**src/rtl/pcfetch.sv**
```systemverilog
// Fetch-stage PC register and single-outstanding instruction-bus requester.
// Buffers one returned instruction for decode and drops responses made stale by a redirect.
module pcfetch #(
    parameter logic [63:0] RESET_PC = 64'h8000_0000
) (
    input  logic        clk,
    input  logic        reset,
    input  logic [63:0] pc_selected,
    input  logic        redirect,
    output logic [63:0] pc_plus4,
    output logic        ireq_valid,
    output logic [63:0] ireq_addr,
    input  logic        iresp_data_ok,
    input  logic [31:0] iresp_data,
    output logic        f_valid,
    output logic [63:0] f_pc,
    output logic [31:0] f_instr,
    input  logic        d_ready
);

    typedef enum logic [1:0] {IDLE, FETCH, HOLD, DISCARD} state_t;

    state_t      state_q, state_d;
    logic [63:0] pc_q, pc_d;
    logic [63:0] req_addr_q, req_addr_d;
    logic [31:0] ibuf_q, ibuf_d;

    always_comb begin
        state_d    = state_q;
        pc_d       = pc_q;
        req_addr_d = req_addr_q;
        ibuf_d     = ibuf_q;
        case (state_q)
            IDLE: begin
                req_addr_d = pc_q;
                state_d    = FETCH;
            end
            FETCH: begin
                if (redirect) begin
                    pc_d = pc_selected;
                    // The bus needs a stable address until data_ok, so an
                    // unanswered request is drained via DISCARD instead.
                    if (iresp_data_ok) req_addr_d = pc_selected;
                    else               state_d    = DISCARD;
                end else if (iresp_data_ok) begin
                    ibuf_d  = iresp_data;
                    state_d = HOLD;
                end
            end
            HOLD: begin
                if (redirect || d_ready) begin
                    pc_d       = pc_selected;
                    req_addr_d = pc_selected;
                    state_d    = FETCH;
                end
            end
            DISCARD: begin
                if (redirect) pc_d = pc_selected;
                if (iresp_data_ok) begin
                    req_addr_d = redirect ? pc_selected : pc_q;
                    state_d    = FETCH;
                end
            end
            default: state_d = IDLE;
        endcase
    end

    always_ff @(posedge clk or posedge reset) begin
        if (reset) begin
            state_q    <= IDLE;
            pc_q       <= RESET_PC;
            req_addr_q <= RESET_PC;
            ibuf_q     <= 32'h0;
        end else begin
            state_q    <= state_d;
            pc_q       <= pc_d;
            req_addr_q <= req_addr_d;
            ibuf_q     <= ibuf_d;
        end
    end

    assign pc_plus4   = pc_q + 64'd4;
    assign ireq_valid = (state_q == FETCH) || (state_q == DISCARD);
    assign ireq_addr  = req_addr_q;
    assign f_valid    = (state_q == HOLD);
    assign f_pc       = pc_q;
    assign f_instr    = ibuf_q;

endmodule

```
**config.mk**
```make
export PLATFORM = sky130hd
export DESIGN_NAME = pcfetch
export DESIGN_NICKNAME = d
export VERILOG_FILES = /design/src/rtl/pcfetch.sv
export SDC_FILE = /design/constraint.sdc
export NUM_CORES = 1
export LEC_CHECK = 0
export CAP_MARGIN = 15
export CORE_MARGIN = 2
export CORE_UTILIZATION = 49
export DETAILED_ROUTE_END_ITERATION = 8
export PLACE_DENSITY = 0.87
export RECOVER_POWER = 50
export SLEW_MARGIN = 40
export SYNTH_ARGS = -nofsm -noshare
export SYNTH_HDL_FRONTEND = slang
export SYNTH_SLANG_ARGS = --single-unit
```
**constraint.sdc**
```tcl
create_clock -name clk -period 15.27 [get_ports clk]
set_input_delay 3.054 -clock clk [delete_from_list [all_inputs] [get_ports clk]]
set_output_delay 3.054 -clock clk [all_outputs]
set_load 0.03 [all_outputs]
```
Word level (Yosys, flattened, before mapping):

Cells that the tools add are included.

* add/subtract/negate cells: 1
* $mul: 0
* div/mod/pow operators: 0
* $lt $le $gt $ge: 0
* equal/unequal tests: 9
* shift-type cells: 0
* muxes and demuxes: 13
* bitwise operators: 1
* reduce and logical (&&, ||, !) cells: 9

Operators by type and width (number)
* 2-to-1 mux 64 bit: 5
* case mux 64 bit (4 select lines): 1
* case mux 64 bit (2 select lines): 1
* adder 64 x 3 -> 64 bit (second input constant): 1
* 2-to-1 mux 2 bit: 5
* case mux 2 bit (4 select lines): 1
* AND reduction 4 bit: 2
* != test 2 bit (second input constant): 3
* != test 3 bit (second input constant): 2
* equality test 2 bit (second input constant): 2
* AND reduction 3 bit: 1
* equality test 2 x 1 -> 1 bit (second input constant): 1
* zero test 2 bit: 1
* logical OR 1 bit: 2
* != test 2 x 1 -> 1 bit (second input constant): 1
* AND reduction 2 bit: 1
* nonzero test 2 bit: 1
* OR reduction 2 bit: 1
* NOT 1 bit: 1

* bits in registers: 162
* bits in latches: 0
* bits in writable memories: 0
* bits in read-only memories: 0
* bits of input ports: 101
* output and inout bits: 226
* logic and storage cells: 37
* memories kept: 0

Depth between registers and ports, before layout:

Gate-level depths: netlist of the first run.

* depth in word-level cells: 4
* mapped depth: 10
* mapped depth without buffers: 7

Worst setup path after synthesis of the first run:

OpenSTA, ideal clock, no wires.

* path type: register to output
* start point: register pc_q[2], in the netlist f_pc[2]
* end point: output port pc_plus4[56]
* arrival time: 2622 ps
* required time: 12216 ps
* path slack: 9594 ps
* stages on the path, launching flop included: 9
* buffers on the path: 2
* path through: dfrtp_1 ha_1 nand3_1 or3_1 buf_6 nor4_4 buf_6 nand4_1 xnor2_1

* word-level cells in the longest chain between the ends: 1

Ends and longest elaborated chain
* start: declaration: RTL line 24 `logic [63:0] pc_q, pc_d;`
* start signal: assignment: RTL line 76 `pc_q <= pc_d;`
* adder 64 x 3 -> 64 bit: RTL line 82 `assign pc_plus4 = pc_q + 64'd4;`
* end: declaration: RTL line 10 `output logic [63:0] pc_plus4,`

No other way between the ends.

==> reports/results.txt, run 1 <==
Syn Area/Cell: 9.50 sq um
Drt first pass iters: 5
Top Metal Used: met4
Core area: 17400 sq um
Power Density: 277 nW/um^2
Layout area overhead: 45.8%
Post-synth top area share: 0.458
Num rows: 48
Final period utilization: 0.584
CTS tree: done
Clk sinks: 162
Clock latency at the later pin of the worst-skew pair: 0.43 ns
Area post-placement: 12100 sq um
Final std cells w/o fill: 1448
Synth unique cells: 38
Yosys warns: 0
Worst-path fanout max: 101
Initial drt markers: 528
Net total in the final layout: 1314
Minimum clock period: 8.92 ns
Final WL: 29500 um
# hold bufs at CTS: 0
Wire length on met2: 14500 um
All-Layer GR Usage: 0.310
DR vias: 8435
Final setup violation count: 0
Final setup skew: 0.00835 ns
Post-synth top area cell: dfrtp_1
Worst relative slew slack: -2.09
Final Instance Area: 12700 sq um
Asr flop ratio synth: 1.00
Outcome: finished with violations
Layout Utilization: 0.734
Setup CP Type: input pin to asynchronous set/reset pin
Worst Tran Pin Value: 4.62 ns
Violated checks: capacitance limit, slew limit
Max-slew violations: 202
M1 wire length: 10900 um
Flops & latches, synth: 162
Clk root buf: clkbuf_16
I/O pin count: 327
Die area: 18900 sq um
Clock transition at path regs: 0.07 ns
Gate Count Post-Synth: 920
FF/Latch Area: 4060 sq um
Cell count after placement: 1414
Filler cell count: 1246
CTS Buffer Depth: 2
Pin count of the biggest net entering global routing: 102
CTS resizes: 0
Antenna-violating nets left: 0
Remaining DRCs: 0
Final setup TNS: 0 ns
First-pass GRT wire length: 44800 um
Vias per cell: 5.83
Share of layout cells above drive strength 1: 0.121
Post-synth top cells: dfrtp_1, nand2_1, o21ai_0
Vias in the first global route: 8443
Post-synthesis instance area: 8740 sq um
GR Overflow Total: 0
Die Wd: 138 um
Required time of the worst setup path: 15.08 ns
Nature of the critical path endpoint: asynchronous set/reset pin
Port bufs: 326
Post-synth EDFFs: 0
Multi-input logic area: 4300 sq um
RD Place Congestion: 0.900
H-tree lvl count: 4
Hold Vio Cnt, Final: 0
Met3 routed WL: 2950 um
Die Y: 138 um
Worst EP arrival: 8.73 ns
Hold Path Class: flop to flop
CTS buffer count: 17
Max-Cap Viols: 3
Post-CTS Setup Bufs: 0
Post-DP HPWL: 20600 um
Startpoint types: input pin
RSZ-0062 raised after global routing: false
Peak supply drop: 0.156 mV
Top cells by area, synth: dfrtp_1, mux2_2, nand2_1, o21ai_0, xnor2_1
Worst hold slack: 0.471 ns
Syn Nets: 1026
Top-count cell post-synth: dfrtp_1
Initial Utilization: 0.503
Sequential area share after synthesis: 0.464
F_max: 0.112 GHz
Static Leak: 5.29 nW
Main flop type after synthesis: dfrtp_1
DR WL/cell: 20.4 um
Initial antenna violation count: 3
-- sequential cells by signal, summed over array words and instances (netlist names) --
name	cells
state_q	2
f_pc	64
ireq_addr	64
f_instr	32
-- through the flow --
| step | setup WS (ns) | power [W] |
|---|---|---|
| 6_report | 6.35 | 0.00353 |
| 5_1_grt | 5.04 | 0.00372 |
| 3_3_place_gp | 9.00 | 0.00308 |
| 2_1_floorplan | 7.84 | 0.00223 |
| 3_5_place_dp | 8.93 | 0.00314 |
| 4_1_cts | 8.42 | 0.00358 |
-- path summary, 6_finish.rpt --
path / endpoint / slack, ns / cells past startpoint / startpoint
worst max-delay path: f_pc[2] / 6.35 / 3 / reset
worst min-delay path: ireq_addr[41] / 0.47 / 2 / ireq_addr[41]
worst max register to register: ireq_addr[44] / 12.53 / 7 / state_q[0]
worst min register to register: ireq_addr[41] / 0.47 / 2 / ireq_addr[41]
max in group clk: pc_plus4[48] / 8.42 / 7 / f_pc[2]
min in group asynchronous: f_instr[18] / 4.47 / 2 / reset
-- metal layers --
layer,track usage,vias to the layer above
li1,-,3830
met1,0.367,4098
met2,0.515,435
met3,0.0935,72
met4,0.152,0
met5,0,-
-- final cells by class --
cell class | instances | area share
clock inverters | 11 | 0.0103
repair buffers | 337 | 0.264
flip-flops and latches | 162 | 0.319
clock buffers | 20 | 0.0359
diodes | 3 | 0.000590
well taps | 225 | 0.0221
inverters | 39 | 0.0116
multi-input cells | 651 | 0.337
-- cells by family after synthesis --
kind of cell               synth area share
AOI/OAI and AO/OA                     0.133
xor gates and xnor gates             0.0602
adders and majority gates           0.00716
muxes                                 0.124
buffers and inverters                0.0498
DFF                                   0.464
and+or+nand+nor                       0.161
-- cells in the final DEF, fill, tap and decap left out, types with 5 or more instances in the layout --
cell	synthesis	routed
a221oi_1	39	39
a22o_1	10	10
a22oi_1	23	23
and4_1	5	5
buf_4	2	6
clkbuf_16	0	17
clkdlybuf4s50_1	0	213
clkinvlp_4	0	6
dfrtp_1	160	160
dlygate4sd3_1	0	113
inv_1	39	38
mux2_2	96	96
nand2_1	154	154
nand3_1	28	28
nand4_1	18	18
nor2_1	51	51
nor2b_1	8	7
nor3_1	18	18
nor4_1	12	11
o21ai_0	100	99
xnor2_1	51	51
xor2_1	9	9
-- power by group --
part	switching, W	internal [W]
Clock	0.000182	0.000250
Combinational	0.00132	0.000878
Sequential	0.000247	0.000650
-- worst max-delay path, stage by stage --
cell	delay, ns
dlygate4sd3_1	0.56
clkinvlp_2	2.54
clkbuf_1	2.43
Power figures use the tool's default switching activity.
==> inputs of run 2 (changes only) <==
- CORE_UTILIZATION: 49 -> 45
- PLACE_DENSITY: 0.87 -> 0.81
- clock period: 15.27 -> 9.02 ns (I/O delays scaled with it)
==> reports/results.txt, run 2 (synthesis results as in run 1) <==
Outcome: finished with violations
Violated checks: capacitance limit, slew limit
Met3 routed WL: 2970 um (+0.41%)
Max-slew violations: 202 (unchanged)
Worst-path fanout max: 89 (-12%)
Initial antenna violation count: 1 (-2)
Core area: 18900 sq um (+8.9%)
Final setup violation count: 0 (unchanged)
CTS buffer count: 17 (unchanged)
RD Place Congestion: 0.880 (-2.2%)
Seq pwr share: 0.253 (-0.002)
Minimum clock period: 6.20 ns
Num rows: 50 (+4.2%)
Die Y: 143 um (+4.2%)
Clk root buf: clkbuf_16
H-tree lvl count: 4 (unchanged)
CTS resizes: 0 (unchanged)
Clock transition at path regs: 0.06 ns (about the same)
All-Layer GR Usage: 0.285 (-0.0252)
Clock latency at the later pin of the worst-skew pair: 0.43 ns (about the same)
Final setup skew: 0.0114 ns (+0.00305 ns)
Clk sinks: 162 (unchanged)
Most frequent cells in the layout: clkdlybuf4s50_1, dfrtp_1, nand2_1
Net total in the final layout: 1316 (+0.15%)
RSZ-0062 raised after global routing: false
# hold bufs at CTS: 0 (unchanged)
CP max stage cell: clkinvlp_2
Switch share: 0.496 (about the same)
Drt first pass iters: 5 (unchanged)
Peak supply drop: 0.313 mV (+100%)
Final total power: 0.00597 W (+69%)
DR vias: 8321 (-1.4%)
Worst EP arrival: 6.35 ns (-2.38 ns)
Initial Utilization: 0.462 (-0.0409)
F_max: 0.161 GHz
Remaining DRCs: 0 (unchanged)
Top Metal Used: met4
Worst Tran Pin Value: 3.93 ns (-0.690 ns)
Layout area overhead: 46.5%
Setup CP Type: input pin to asynchronous set/reset pin
Pin count of the biggest net entering global routing: 90 (-12%)
Wire length on met2: 14200 um (-1.8%)
Vias per cell: 5.60 (-3.8%)
M1 wire length: 11500 um (+5.4%)
Nature of the critical path endpoint: asynchronous set/reset pin
Worst relative slew slack: -1.63 (+0.463)
I/O pin count: 327 (unchanged)
Hold Vio Cnt, Final: 0 (unchanged)
Comb pwr share: 0.624 (about the same)
Startpoint types: input pin
Net Sw Power: 0.00296 W (+69%)
Die area: 20500 sq um (+8.6%)
Clock network power share: 0.123 (about the same)
Hold Path Class: flop to flop
Max-Cap Viols: 3 (unchanged)
DR WL/cell: 19.8 um (-2.9%)
Required time of the worst setup path: 9.18 ns (-5.90 ns)
Die Wd: 143 um (+4.2%)
Filler cell count: 1521 (+22%)
Commonest non-fill, non-tap cell in the layout: clkdlybuf4s50_1
GR Overflow Total: 0 (unchanged)
CTS tree: done
P_int: 0.00301 W (+69%)
Initial drt markers: 553 (+4.7%)
FF/Latch Area: 4060 sq um (unchanged)
Power Density: 467 nW/um^2 (+69%)
Final setup TNS: 0 ns (unchanged)
Share of layout cells above drive strength 1: 0.124 (+0.00297)
Static Leak: 5.32 nW (+0.66%)
Antenna-violating nets left: 0 (unchanged)
Vias in the first global route: 8160 (-3.4%)
Post-DP HPWL: 20800 um (+1.4%)
Multi-input logic area: 4290 sq um (-0.15%)
Final WL: 29400 um (-0.38%)
Final period utilization: 0.687
Port bufs: 326 (unchanged)
Crit-path cells: dlygate4sd3_1, clkinvlp_2, clkbuf_2
First-pass GRT wire length: 45200 um (+0.89%)
Post-CTS Setup Bufs: 0 (unchanged)
CP peak stage delay: 2.17 ns (-0.37 ns)
CTS Buffer Depth: 2 (unchanged)
-- run 2: cell count changes in the layout (fill, tap and decap cells not counted), moves of 2 or more --
cell | previous run | this run
clkbuf_8 | 2 | 4
clkbuf_1 | 3 | 1
buf_4 | 6 | 8
clkinvlp_4 | 6 | 2
inv_6 | 1 | 3
clkinv_4 | 2 | 4
-- run 2: metal layers --
metal	global-route usage	up-vias
met5	0	-
met4	0.0944	0
met3	0.0943	45
met2	0.467	409
met1	0.357	4044
li1	-	3823
-- run 2: power groups by stage --
stage | combinational [W] | clock [W] | sequential (W)
after global routing | 0.00396 | 0.000782 | 0.00157
after CTS | 0.00383 | 0.000743 | 0.00152
after detailed placement | 0.00381 | 0 | 0.00152
after global placement | 0.00373 | 0 | 0.00150
after floorplan | 0.00167 | 0 | 0.00210
final | 0.00373 | 0.000734 | 0.00151
-- run 2: final cells by class --
type / instances / area share
inverter: 39 / 0.0115
clock buffer: 21 / 0.0375
multi-input combinational: 651 / 0.335
tap: 260 / 0.0254
timing repair buffer: 339 / 0.264
clock inverter: 11 / 0.00919
antenna: 2 / 0.000391
sequential: 162 / 0.317
-- run 2: stage by stage --
| step | utilization | cell area [sq um] | std cells | hold WS [ns] | setup WS [ns] |
|---|---|---|---|---|---|
| 4_1_cts | 0.677 | 12800 | 1482 | 0.484 | 3.41 |
| 3_5_place_dp | 0.646 | 12200 | 1450 | 0.469 | 3.89 |
| 6_report | 0.677 | 12800 | 1485 | 0.473 | 2.82 |
| 5_1_grt | 0.677 | 12800 | 1484 | 0.501 | 1.91 |
| 2_1_floorplan | - | 8740 | 920 | 0.540 | 2.84 |
| 3_3_place_gp | 0.643 | 12100 | 1447 | 0.462 | 3.94 |
-- run 2: worst paths after layout --
path | from | to | slack [ns] | depth (start not counted)
setup / recovery | reset | f_pc[49] | 2.82 | 3
hold / removal | ireq_addr[5] | ireq_addr[5] | 0.47 | 2
setup reg to reg | state_q[0] | ireq_addr[60] | 6.10 | 9
hold reg to reg | ireq_addr[5] | ireq_addr[5] | 0.47 | 2
max in group clk | f_pc[6] | pc_plus4[63] | 3.41 | 6
min in group asynchronous | reset | f_instr[11] | 2.97 | 2
-- run 2: critical path: cells and delay by family --
family | cells | cell delay (ns)
buffers and inverters | 3 | 4.36
==> inputs of run 3 (changes only) <==
- clock period: 9.02 -> 6 ns (I/O delays scaled with it)
==> reports/results.txt, run 3 (synthesis results as in run 1) <==
RD Place Congestion: 0.893 (+1.5%)
Final period utilization: 0.799
Initial Utilization: 0.462 (unchanged)
Post-CTS Setup Bufs: 0 (unchanged)
R2R Setup Slk: 3.14 ns (-2.96 ns)
Worst Tran Pin Value: 1.96 ns (-1.96 ns)
First-pass GRT wire length: 44300 um (-1.8%)
Port bufs: 326 (unchanged)
CTS buffer count: 17 (unchanged)
CTS tree: done
DR WL/cell: 19.5 um (-1.5%)
I/O pin count: 327 (unchanged)
Vias in the first global route: 8027 (-1.6%)
All-Layer GR Usage: 0.281 (-0.00397)
Hold Path Stages: 2 (unchanged)
Final Instance Area: 12800 sq um (+0.34%)
Max-slew violations: 105 (-48%)
Antenna-violating nets left: 0 (unchanged)
GR Overflow Total: 0 (unchanged)
Hold Path Class: flop to flop
CTS resizes: 0 (unchanged)
Hold Vio Cnt, Final: 0 (unchanged)
# hold bufs at CTS: 0 (unchanged)
Worst hold slack: 0.470 ns (-0.00288 ns)
Remaining DRCs: 0 (unchanged)
Commonest non-fill, non-tap cell in the layout: clkdlybuf4s50_1
Die Wd: 143 um (unchanged)
Initial drt markers: 410 (-26%)
H-tree lvl count: 4 (unchanged)
RSZ-0062 raised after global routing: false
Critical hold path startpoint: ireq_addr[22]
Clock latency at the later pin of the worst-skew pair: 0.43 ns (about the same)
Setup CP Type: flop to output pin
Post-DP HPWL: 21000 um (+0.63%)
Net total in the final layout: 1319 (+0.23%)
Most frequent cells in the layout: clkdlybuf4s50_1, dfrtp_1, nand2_1
FF-to-FF path depth: 5 (-4)
Minimum clock period: 4.80 ns
Required time of the worst setup path: 4.80 ns (-4.38 ns)
Reg-to-Reg End: f_instr[9]
Die Y: 143 um (unchanged)
Final setup violation count: 0 (unchanged)
Outcome: finished with violations
Worst Setup SP: f_pc[2]
Clk sinks: 162 (unchanged)
Peak supply drop: 0.437 mV (+40%)
Hold Path Sink: ireq_addr[22]
CTS Buffer Depth: 2 (unchanged)
Worst-path fanout max: 9 (-90%)
Die area: 20500 sq um (unchanged)
Area post-placement: 12300 sq um (+0.66%)
Worst EP arrival: 3.60 ns (-2.75 ns)
Drt first pass iters: 5 (unchanged)
Layout area overhead: 47.0%
Static Leak: 5.34 nW (+0.39%)
Final WL: 29000 um (-1.3%)
Core area: 18900 sq um (unchanged)
Clock transition at path regs: 0.06 ns (about the same)
Initial antenna violation count: 2 (+1)
R2R Path Start: state_q[1]
DR vias: 8360 (+0.47%)
F_max: 0.209 GHz
Clk root buf: clkbuf_16
Startpoint types: flop
Nature of the critical path endpoint: output pin
Vias per cell: 5.62 (+0.27%)
Pin count of the biggest net entering global routing: 104 (+16%)
Filler cell count: 1541 (+1.3%)
Worst relative slew slack: -0.309 (+1.32)
Final setup skew: 0.00957 ns (-0.00182 ns)
Post-route setup slack: 1.20 ns (-1.62 ns)
Num rows: 50 (unchanged)
Power Density: 701 nW/um^2 (+50%)
Worst slack, placed: 1.42 ns (-2.46 ns)
Max-Cap Viols: 3 (unchanged)
Final setup TNS: 0 ns (unchanged)
Share of layout cells above drive strength 1: 0.122 (-0.00194)
Violated checks: capacitance limit, slew limit
run 3: cell count changes in the layout (fill, tap and decap cells not counted), sizes merged:
| cell | before | now |
|---|---|---|
| clkinv | 4 | 7 |
| clkinvlp | 3 | 1 |
| inv | 42 | 43 |
| clkdlybuf4s50 | 213 | 221 |
| buf | 11 | 12 |
| dlygate4sd3 | 113 | 105 |
run 3: how the worst max path moves through the flow:
| stage | end | slack [ns] | cells after the start |
|---|---|---|---|
| floorplan | f_instr[0] | 0.43 | 1 |
| global placement | pc_plus4[46] | 1.52 | 7 |
| detailed placement | pc_plus4[46] | 1.42 | 7 |
| CTS | pc_plus4[46] | 0.95 | 7 |
| global route | pc_plus4[62] | 0.96 | 8 |
| finish | pc_plus4[62] | 1.20 | 8 |
run 3: power breakdown:
group / switching, W / leakage, nW / total (W) / internal (W)
logic: 0.00336 / 3.11 / 0.00567 / 0.00231
clock network: 0.000478 / 0.282 / 0.00107 / 0.000591
registers: 0.000609 / 1.95 / 0.00226 / 0.00165
run 3: layer usage:
metal | track usage | vias up | wire length [um]
met5 | 0 | - | 0
met4 | 0.107 | 0 | 835
met3 | 0.0926 | 55 | 2940
met2 | 0.468 | 394 | 14200
met1 | 0.340 | 4078 | 11100
li1 | - | 3833 | -
run 3: area by class of cell:
type / instances / area [sq um] / share of cell area
diodes: 2 / 5.00 / 0.000390
clock buffers: 19 / 443 / 0.0345
clock inverters: 13 / 128 / 0.00994
inverters: 39 / 154 / 0.0120
multi-input cells: 651 / 4280 / 0.333
flip-flops and latches: 162 / 4060 / 0.316
well taps: 260 / 325 / 0.0253
repair buffers: 342 / 3450 / 0.269
run 3: through the flow:
stage                      util  instances  total power (W)
after global routing      0.680       1488          0.00949
final                     0.680       1488          0.00900
after CTS                 0.680       1485          0.00918
after floorplan               -        920          0.00567
after global placement    0.642       1446          0.00786
after detailed placement  0.650       1453          0.00808
run 3: critical path: stages (launching register included):
cell and delay, ns:
dfrtp_1 0.47, ha_1 0.22, nand3_1 0.17, or3_1 0.55, nor4_4 0.53, buf_4 0.25, nand4_1 0.13, xnor2_1 0.15
clkdlybuf4s50_1 0.68
